$ cat src/rtl/bcd_scan_mux_if.sv
// ============================================================================
//  Module      : bcd_scan_mux_if
//  Description : Digit data / display-scan bundle for bcd_scan_mux.
//  Revision    : 1.0 - initial release
// ============================================================================
`default_nettype none

interface bcd_scan_mux_if #(
    parameter int DIGITS = 4
);
    logic [4*DIGITS-1:0] bcd_in;
    logic                load;
    logic [3:0]          bcd_out;
    logic                bi_n;
    logic [DIGITS-1:0]   dig_sel;
    logic                frame_done;
    logic                bcd_err;

    modport master (
        output bcd_in,
        output load,
        input  bcd_out,
        input  bi_n,
        input  dig_sel,
        input  frame_done,
        input  bcd_err
    );

    modport slave (
        input  bcd_in,
        input  load,
        output bcd_out,
        output bi_n,
        output dig_sel,
        output frame_done,
        output bcd_err
    );
endinterface

`default_nettype wire

$ cat src/rtl/bcd_scan_mux.sv
// ============================================================================
//  Module      : bcd_scan_mux
//  Description : Time-multiplexed BCD scanner for a common-cathode 7-seg
//                display with per-slot blanking and frame-aligned updates.
//                Optional macro LZB_EN enables leading-zero blanking.
//  Revision    : 1.0 - initial release
// ============================================================================
`default_nettype none

module bcd_scan_mux #(
    parameter int DIGITS    = 4,
    parameter int DIV       = 8,
    parameter int BLANK_CYC = 2
) (
    input  wire logic     clk,
    input  wire logic     rst_n,
    bcd_scan_mux_if.slave bus
);

    localparam int IW = (DIGITS > 1) ? $clog2(DIGITS) : 1;
    localparam int PW = (DIV > 1) ? $clog2(DIV) : 1;
    localparam int DW = 4 * DIGITS;

    localparam logic [PW-1:0] P_LAST   = PW'(DIV - 1);
    localparam logic [PW-1:0] P_SHOW   = PW'(BLANK_CYC);
    localparam logic [IW-1:0] IDX_LAST = IW'(DIGITS - 1);

    typedef enum logic [0:0] {
        ST_BLANK = 1'b0,
        ST_SHOW  = 1'b1
    } state_t;

    state_t            r_state;
    logic [PW-1:0]     r_p;
    logic [IW-1:0]     r_idx;
    logic [DW-1:0]     r_shadow;
    logic [DW-1:0]     r_pend;
    logic              r_pend_vld;
    logic [3:0]        r_bcd_out;
    logic              r_bi_n;
    logic [DIGITS-1:0] r_dig_sel;
    logic              r_frame_done;
    logic              r_bcd_err;

    state_t            w_state_nx;
    logic [PW-1:0]     w_p_nx;
    logic [IW-1:0]     w_idx_nx;
    logic [DW-1:0]     w_shadow_nx;
    logic [DW-1:0]     w_pend_nx;
    logic              w_pend_vld_nx;
    logic              w_slot_end;
    logic              w_frame_end;
    logic [3:0]        w_nib;
    logic              w_show;
    logic              w_lzb_blank;

`ifdef LZB_EN
    // Bit k is set when digits k..DIGITS-1 are all zero; digit 0 never blanks.
    logic [DIGITS-1:0] w_tail_zero;
    assign w_tail_zero[0] = 1'b0;
    for (genvar k = 1; k < DIGITS; k++) begin : g_tail_zero
        assign w_tail_zero[k] = ~|w_shadow_nx[DW-1:4*k];
    end
    assign w_lzb_blank = w_tail_zero[w_idx_nx];
`else
    assign w_lzb_blank = 1'b0;
`endif

    always_ff @(posedge clk or negedge rst_n) begin
        if (!rst_n) begin
            r_state      <= ST_BLANK;
            r_p          <= '0;
            r_idx        <= '0;
            r_shadow     <= '0;
            r_pend       <= '0;
            r_pend_vld   <= 1'b0;
            r_bcd_out    <= 4'd0;
            r_bi_n       <= 1'b0;
            r_dig_sel    <= '0;
            r_frame_done <= 1'b0;
            r_bcd_err    <= 1'b0;
        end else begin
            r_state      <= w_state_nx;
            r_p          <= w_p_nx;
            r_idx        <= w_idx_nx;
            r_shadow     <= w_shadow_nx;
            r_pend       <= w_pend_nx;
            r_pend_vld   <= w_pend_vld_nx;
            r_bcd_out    <= w_nib;
            r_bi_n       <= w_show && !w_lzb_blank;
            r_dig_sel    <= w_show ? (DIGITS'(1) << w_idx_nx) : '0;
            r_frame_done <= (w_p_nx == P_LAST) && (w_idx_nx == IDX_LAST);
            r_bcd_err    <= w_show && (w_nib > 4'd9);
        end
    end

    // Outputs are registered from next-state values so they line up with the
    // slot position held in r_p / r_idx.
    always_comb begin
        w_slot_end    = (r_p == P_LAST);
        w_frame_end   = w_slot_end && (r_idx == IDX_LAST);
        w_p_nx        = w_slot_end ? '0 : r_p + PW'(1);
        w_idx_nx      = r_idx;
        w_state_nx    = r_state;
        w_shadow_nx   = r_shadow;
        w_pend_nx     = r_pend;
        w_pend_vld_nx = r_pend_vld;

        if (w_slot_end) begin
            w_idx_nx = (r_idx == IDX_LAST) ? '0 : r_idx + IW'(1);
        end

        case (r_state)
            ST_BLANK: if (w_p_nx == P_SHOW) w_state_nx = ST_SHOW;
            ST_SHOW:  if (w_slot_end)       w_state_nx = ST_BLANK;
            default:  w_state_nx = ST_BLANK;
        endcase

        // Shadow only changes at the frame boundary so a frame is never mixed.
        if (w_frame_end) begin
            w_pend_vld_nx = 1'b0;
            if (bus.load) begin
                w_shadow_nx = bus.bcd_in;
            end else if (r_pend_vld) begin
                w_shadow_nx = r_pend;
            end
        end else if (bus.load) begin
            w_pend_nx     = bus.bcd_in;
            w_pend_vld_nx = 1'b1;
        end

        w_show = (w_state_nx == ST_SHOW);
        w_nib  = w_shadow_nx[{w_idx_nx, 2'b00} +: 4];
    end

    assign bus.bcd_out    = r_bcd_out;
    assign bus.bi_n       = r_bi_n;
    assign bus.dig_sel    = r_dig_sel;
    assign bus.frame_done = r_frame_done;
    assign bus.bcd_err    = r_bcd_err;

endmodule

`default_nettype wire

$ cat src/flat_wrapper.sv
// flat-port wrapper written by rule: the top's interface ports become plain ports
module bcd_scan_mux_flat 
#(
    parameter int DIGITS    = 4,
    parameter int DIV       = 8,
    parameter int BLANK_CYC = 2
)
  (clk, rst_n, bus_bcd_in, bus_load, bus_bcd_out, bus_bi_n, bus_dig_sel, bus_frame_done, bus_bcd_err);
  bcd_scan_mux_if #(.DIGITS(DIGITS)) bus_i ();
  input  wire logic clk;
  input  wire logic rst_n;
  input wire logic [$bits(bus_i.bcd_in)-1:0] bus_bcd_in;
  input wire logic [$bits(bus_i.load)-1:0] bus_load;
  output wire logic [$bits(bus_i.bcd_out)-1:0] bus_bcd_out;
  output wire logic [$bits(bus_i.bi_n)-1:0] bus_bi_n;
  output wire logic [$bits(bus_i.dig_sel)-1:0] bus_dig_sel;
  output wire logic [$bits(bus_i.frame_done)-1:0] bus_frame_done;
  output wire logic [$bits(bus_i.bcd_err)-1:0] bus_bcd_err;
  assign bus_i.bcd_in = bus_bcd_in;
  assign bus_i.load = bus_load;
  assign bus_bcd_out = bus_i.bcd_out;
  assign bus_bi_n = bus_i.bi_n;
  assign bus_dig_sel = bus_i.dig_sel;
  assign bus_frame_done = bus_i.frame_done;
  assign bus_bcd_err = bus_i.bcd_err;
  bcd_scan_mux #(.DIGITS(DIGITS), .DIV(DIV), .BLANK_CYC(BLANK_CYC)) u_core (.clk(clk), .rst_n(rst_n), .bus(bus_i));
endmodule
$ cat config.mk
export PLATFORM = sky130hd
export DESIGN_NAME = bcd_scan_mux_flat
export DESIGN_NICKNAME = d
export VERILOG_FILES = /design/src/rtl/bcd_scan_mux_if.sv /design/src/rtl/bcd_scan_mux.sv /design/src/flat_wrapper.sv
export SDC_FILE = /design/constraint.sdc
export NUM_CORES = 1
export LEC_CHECK = 0
export CAP_MARGIN = 25
export CORE_AREA = 5 5 79 81
export CTS_CLUSTER_DIAMETER = 40
export CTS_CLUSTER_SIZE = 8
export DETAILED_ROUTE_END_ITERATION = 10
export DIE_AREA = 0 0 84 86
export PLACE_DENSITY = 0.71
export SKIP_CTS_REPAIR_TIMING = 1
export SLEW_MARGIN = 40
export SYNTH_ARGS = -nofsm -noshare
export SYNTH_HDL_FRONTEND = slang
export SYNTH_SLANG_ARGS = --single-unit
$ cat constraint.sdc
create_clock -name clk -period 2.72 [get_ports clk]
set_input_delay 0.544 -clock clk [delete_from_list [all_inputs] [get_ports clk]]
set_output_delay 0.544 -clock clk [all_outputs]
set_load 0.1 [all_outputs]
==> results of run 1 <==
## sequential cells by signal, indices dropped and copies added, names as in the netlist
signal,cells
u_core.r_p,3
u_core.bus.bcd_out,4
u_core.r_idx,2
u_core.r_state,1
u_core.bus.dig_sel,4
u_core.bus.frame_done,1
u_core.r_pend_vld,1
u_core.bus.bcd_err,1
u_core.r_shadow,16
u_core.r_pend,16
## where the power goes
part / leakage, nW / switching [mW] / internal, mW / total, mW
clock: 0.0585 / 0.233 / 0.300 / 0.533
sequential: 0.571 / 0.0306 / 0.791 / 0.822
combinational: 0.442 / 0.137 / 0.0990 / 0.236
total: 1.07 / 0.400 / 1.19 / 1.59
## logic make-up (layout without fill, tap and decap cells)
group,Yosys count,after routing,share of synthesized area (%)
adder cells (fa/ha/maj),3,3,1.696
flip-flops,49,49,55.40
AO/OA/AOI/OAI,58,58,17.35
AND/OR/NAND/NOR,43,43,10.74
multiplexers,18,18,9.667
buffers and inverters,15,43,5.144
## routing by layer
| metal | track usage, % | wire length, um | vias up | share of wire (%) |
|---|---|---|---|---|
| met3 | 2.594 | 142 | 5 | 3.2 |
| met1 | 18.97 | 2155 | 761 | 48 |
| li1 | - | - | 729 | - |
| met2 | 21.19 | 2121 | 26 | 47 |
| met4 | 6.433 | 76 | 0 | 1.7 |
| met5 | 0 | 0 | - | 0 |
## cells in the final DEF (no fill, tap or decap), types with 3 or more instances in the layout
| cell | instances |
|---|---|
| a31oi_1 | 16 |
| dfrtp_1 | 48 |
| buf_4 | 14 |
| a22oi_1 | 12 |
| nor2b_1 | 16 |
| mux2_2 | 7 |
| o21ai_0 | 5 |
| ha_1 | 3 |
| clkbuf_8 | 6 |
| o21ai_1 | 11 |
| nand2_1 | 5 |
| mux2_1 | 10 |
| o22ai_1 | 6 |
| nor2_1 | 10 |
| clkdlybuf4s50_1 | 17 |
| a22oi_2 | 3 |
## how the worst max path moves through the flow
| stage | from | end | slack, ns | cells past startpoint |
|---|---|---|---|---|
| after global placement | bus_load | u_core.bus.bcd_err | 0.45 | 7 |
| after global routing | u_core.r_p[0] | u_core.bus.bcd_err | 0.22 | 8 |
| after floorplan | u_core.r_p[0] | u_core.bus.bcd_out[0] | 0.71 | 11 |
| final | u_core.r_p[0] | u_core.bus.bcd_err | 0.45 | 8 |
| after detailed placement | bus_load | u_core.bus.bcd_err | 0.39 | 7 |
| after CTS | u_core.r_p[0] | u_core.bus.bcd_err | 0.44 | 8 |
## through the flow
step                      hold WS, ns  worst slack [ns]  std cells  power, mW  util (%)
final                          0.2562            0.4523        286      1.591     48.38
after detailed placement       0.4694            0.3915        278      1.075     46.23
after global routing           0.2894            0.2197        286      1.670     48.38
after global placement         0.4617            0.4499        278      1.071     46.20
after CTS                      0.2637            0.4406        286      1.613     48.38
after floorplan                0.2484            0.7065        186     0.9831         -
## layout make-up
| type | instances | area [sq um] |
|---|---|---|
| fillers | 520 | 2790 |
| flip-flops and latches | 49 | 1227 |
| multi-input cells | 122 | 873.3 |
| repair buffers | 33 | 300.3 |
| well taps | 72 | 90.09 |
| clock buffers | 7 | 86.33 |
| clock inverters | 1 | 30.03 |
| inverters | 2 | 7.507 |
## critical path, cell delays in order, from the launching register on
cell     delay, ns
dfrtp_1       0.38
ha_1          0.16
ha_1          0.40
nand2_2       0.34
a22oi_1       0.25
o21ai_0       0.15
o22ai_1       0.18
nor2_1        0.09
o211a_1       0.21
==> flow_metrics.tcl, run 1 <==
set metrics [dict create \
    async_reset_ff_share_pct 100.0 \
    max-cap-violations 0 \
    avgSynthCellArea_sq_um 11.90 \
    diodes 0 \
    r2r_end "u_core.bus.bcd_err" \
    required_ns 2.91 \
    cts_tree "done" \
    synth_edf_count 0 \
    gp_congestion 0.7665 \
    overflow 0 \
    slew_violations 0 \
    syn_nets 208 \
    vias 1521 \
    dp_hpwl_mm 3.189 \
    avgRoutedWirePerCell_um 15.72 \
    ys_ff_latch 49 \
    fin_nets 235 \
    synth_area_leaders "dfrtp_1, mux2_1, a31oi_1" \
    drive_above_1_share_pct 18.69 \
    grt_first_pass_wirelength_mm 7.935 \
    clk_path_buf_depth 2 \
    grt_max_degree 33 \
    core_sq_mm 0.005405 \
    r2r_start "u_core.r_p[0]" \
    fmax_ghz 0.4410 \
    syn_inst 186 \
    drt_first_pass_iters 4 \
    die_w_um 84 \
    worst_pin_slew_ns 0.6223 \
    port_buffers 29 \
    yosys_warnings 0 \
    rsz0062_at_grt "no" \
    synth_common_cells "dfrtp_1, a31oi_1, nor2b_1, a22oi_1, o21ai_1" \
    syn2layout_area_growth_pct 18.15 \
    relSlewSlack_pct 58.51 \
    routed_wl_mm 4.496 \
    grt_pass1_vias 1592 \
    ys_seq_area_share_pct 55.40 \
    skew_ns 0.007543 \
    cts.sinks 49 \
    crit_fanout 18 \
    antenna_found_initial 0 \
    r2r_cells 8 \
    hp-class "in -> async" \
    arrival_ns 2.46 \
    critPathLaunchType "register" \
    design_area_sq_mm 0.002615 \
    min_period_over_period_pct 83.37 \
    cts.htree.levels 2 \
    avgViaCountPerCell 5.318 \
    root_buffer "clkbuf_8" \
    die_y_um 86 \
    antenna_left 0 \
    initial_core_util_pct 40.95 \
    synth_top_cell_area_share_pct 55.40 \
    io_pins 30 \
    path_class "reg -> reg" \
    synthFlopType "dfrtp_1" \
    synth_top_cell_by_area "dfrtp_1" \
    status "finished, final reports clean" \
    yosysMostFrequentCell "dfrtp_1" \
    drt_iter0_markers 131 \
    synth.distinct_cells 33 \
    timing.setup.tns_ns 0 \
    r2r_slack_ns 0.45 \
    p_per_area_mw_per_mm2 608.2 \
    setup_viol 0 \
    hold_violations 0 \
    syn_area_sq_mm 0.002213 \
    dieArea_sq_mm 0.007224 \
    drc 0 \
    placed_area_sq_mm 0.002499 \
    crit_path_end_kind "register" \
    ir_worst_vdd_uv 244.3 \
    insertion_delay_ns 0.30 \
    min_period_ns 2.268 \
    grt_use_total_pct 13.81 \
    p_leak_nw 1.071 \
    clk_pin_slew_worst_paths_ns 0.09 \
    cts_made_buffers 5 \
    fp-row-count 27 \
]
Note: power is estimated with default switching activity, not from simulation.
==> run 2, diff against run 1 <==
==> constraint.sdc (replaced) <==
create_clock -name clk -period 2.1 [get_ports clk]
set_input_delay 0.42 -clock clk [delete_from_list [all_inputs] [get_ports clk]]
set_output_delay 0.42 -clock clk [all_outputs]
set_load 0.1 [all_outputs]
==> run 2 against run 1 <==
  * Register-to-register slack lost 0.36 ns
  * Total power grew 22%
  * Core utilization grew 2.2 points
  * Clock skew is essentially flat
  * Routed wire length grew 6.0%
  * Critical endpoint is now u_core.bus.bcd_out[0]
  * Largest power group unchanged
==> flow_metrics.tcl, run 2 (same netlist as run 1, synthesis figures left out) <==
set metrics [dict create \
    cts_made_buffers 5 \
    r2r_slack_ns 0.09 \
    cp_num_buf_inv 1 \
    slew_violations 0 \
    antenna_found_initial 0 \
    relSlewSlack_pct 60.05 \
    power_mw 1.940 \
    avgRoutedWirePerCell_um 16.04 \
    slowest_stage "dfrtp_1" \
    r2r_cells 9 \
    n_fill_cell 500 \
    whs_ns 0.1156 \
    crit_fanout 9 \
    required_ns 2.27 \
    multi_input_area_sq_um 902.1 \
    gp_congestion 0.7515 \
    fmax_ghz 0.4983 \
    hold_violations 0 \
    skew_ns 0.007546 \
    reg.largest.list "u_core.r_pend (16), u_core.r_shadow (16)" \
    core_sq_mm 0.005405 \
    p_per_area_mw_per_mm2 709.8 \
    overflow 0 \
    io_pins 30 \
    fin_nets 247 \
    root_buffer "clkbuf_8" \
    ir_worst_vdd_uv 301.8 \
    r2r_start "u_core.r_p[0]" \
    diodes 0 \
    worst_pin_slew_ns 0.5993 \
    max-cap-violations 0 \
    die_w_um 84 \
    layout_commonest_cell "dfrtp_1" \
    crit_path_end_kind "register" \
    dp_hpwl_mm 3.297 \
    cts.htree.levels 2 \
    insertion_delay_ns 0.30 \
    final_core_utilization_pct 50.56 \
    initial_core_util_pct 40.95 \
    syn2layout_area_growth_pct 23.46 \
    arrival_ns 2.18 \
    min_period_ns 2.007 \
    p_leak_nw 1.126 \
    fp-row-count 27 \
    r2r_end "u_core.bus.bcd_out[0]" \
    drt_first_pass_iters 4 \
    path_class "reg -> reg" \
    status "finished, final reports clean" \
    clk_path_buf_depth 2 \
    cts_tree "done" \
    critical_path.cell_chain "ha_1, ha_4, and3_4, buf_12, a22oi_2, o21ai_1, and2_1, a211oi_1, a31oi_1" \
    hp-class "in -> async" \
    fin_cells 297 \
    dieArea_sq_mm 0.007224 \
    avgViaCountPerCell 5.239 \
    setup_viol 0 \
    grt_max_degree 26 \
    min_period_over_period_pct 95.55 \
    port_buffers 29 \
    timing.setup.tns_ns 0 \
    ff_latch_area_sq_mm 0.001226 \
    antenna_left 0 \
    clk_pin_slew_worst_paths_ns 0.09 \
    drc 0 \
    routed_wl_mm 4.764 \
    layout_common_cells "dfrtp_1, buf_4, clkdlybuf4s50_1" \
    die_y_um 86 \
    critPathMaxStageDelay_ns 0.39 \
    drt_iter0_markers 115 \
    grt_pass1_vias 1663 \
    drive_above_1_share_pct 24.00 \
    grt_first_pass_wirelength_mm 8.245 \
    vias 1556 \
    dp_cells 287 \
    cts.sinks 49 \
    crit_family "compound AO/OA/AOI/OAI gates" \
    critPathLaunchType "register" \
    grt_use_total_pct 14.28 \
]
[run 2: cell count changes in the layout (fill, tap and decap cells not counted), sizes merged]
cell and change:
buf +11, bufinv -1, and2 +1
[run 2: through the flow]
step	area (sq um)	setup WS [ns]
6_report	2733	0.09337
2_1_floorplan	2213	0.08653
3_3_place_gp	2590	0.04798
5_1_grt	2733	-0.02651
4_1_cts	2676	-0.01715
3_5_place_dp	2590	-0.01940
[run 2: how the worst max path moves through the flow]
stage / depth (start not counted) / end / start / slack [ns]
detailed placement: 7 / u_core.bus.bcd_err / bus_load / -0.02
global placement: 7 / u_core.bus.bcd_err / bus_load / 0.05
finish: 9 / u_core.bus.bcd_out[0] / u_core.r_p[0] / 0.09
floorplan: 11 / u_core.bus.bcd_out[0] / u_core.r_p[0] / 0.09
global route: 7 / u_core.bus.bcd_err / u_core.r_p[0] / -0.03
CTS: 8 / u_core.bus.bcd_err / u_core.r_p[0] / -0.02
[run 2: area by class of cell]
| class | instances | area share [%] |
|---|---|---|
| sequential | 49 | 44.87 |
| multi-input combinational | 123 | 33.01 |
| timing repair buffer | 44 | 15.38 |
| tap | 72 | 3.297 |
| clock buffer | 7 | 3.159 |
| inverter | 2 | 0.2747 |
[run 2: report_power, final]
part | total, mW | switching [mW] | internal [mW] | leakage (nW)
sequential | 1.06 | 0.0390 | 1.02 | 0.571
combinational | 0.321 | 0.183 | 0.138 | 0.510
clock | 0.555 | 0.293 | 0.262 | 0.0443
total | 1.94 | 0.515 | 1.42 | 1.13
[run 2: routing by layer]
| layer | up-vias | track usage, % | routed length (um) |
|---|---|---|---|
| met1 | 760 | 18.67 | 2121 |
| met4 | 0 | 7.456 | 110 |
| met5 | - | 0 | 0 |
| li1 | 755 | - | - |
| met2 | 33 | 22.27 | 2318 |
| met3 | 8 | 3.170 | 214 |
[run 2: worst register-to-register path, stage by stage, from the launching register on]
cell      delay, ns
dfrtp_1        0.39
ha_1           0.23
ha_4           0.21
and3_4         0.23
buf_12         0.15
a22oi_2        0.10
o21ai_1        0.11
and2_1         0.17
a211oi_1       0.20
a31oi_1        0.08
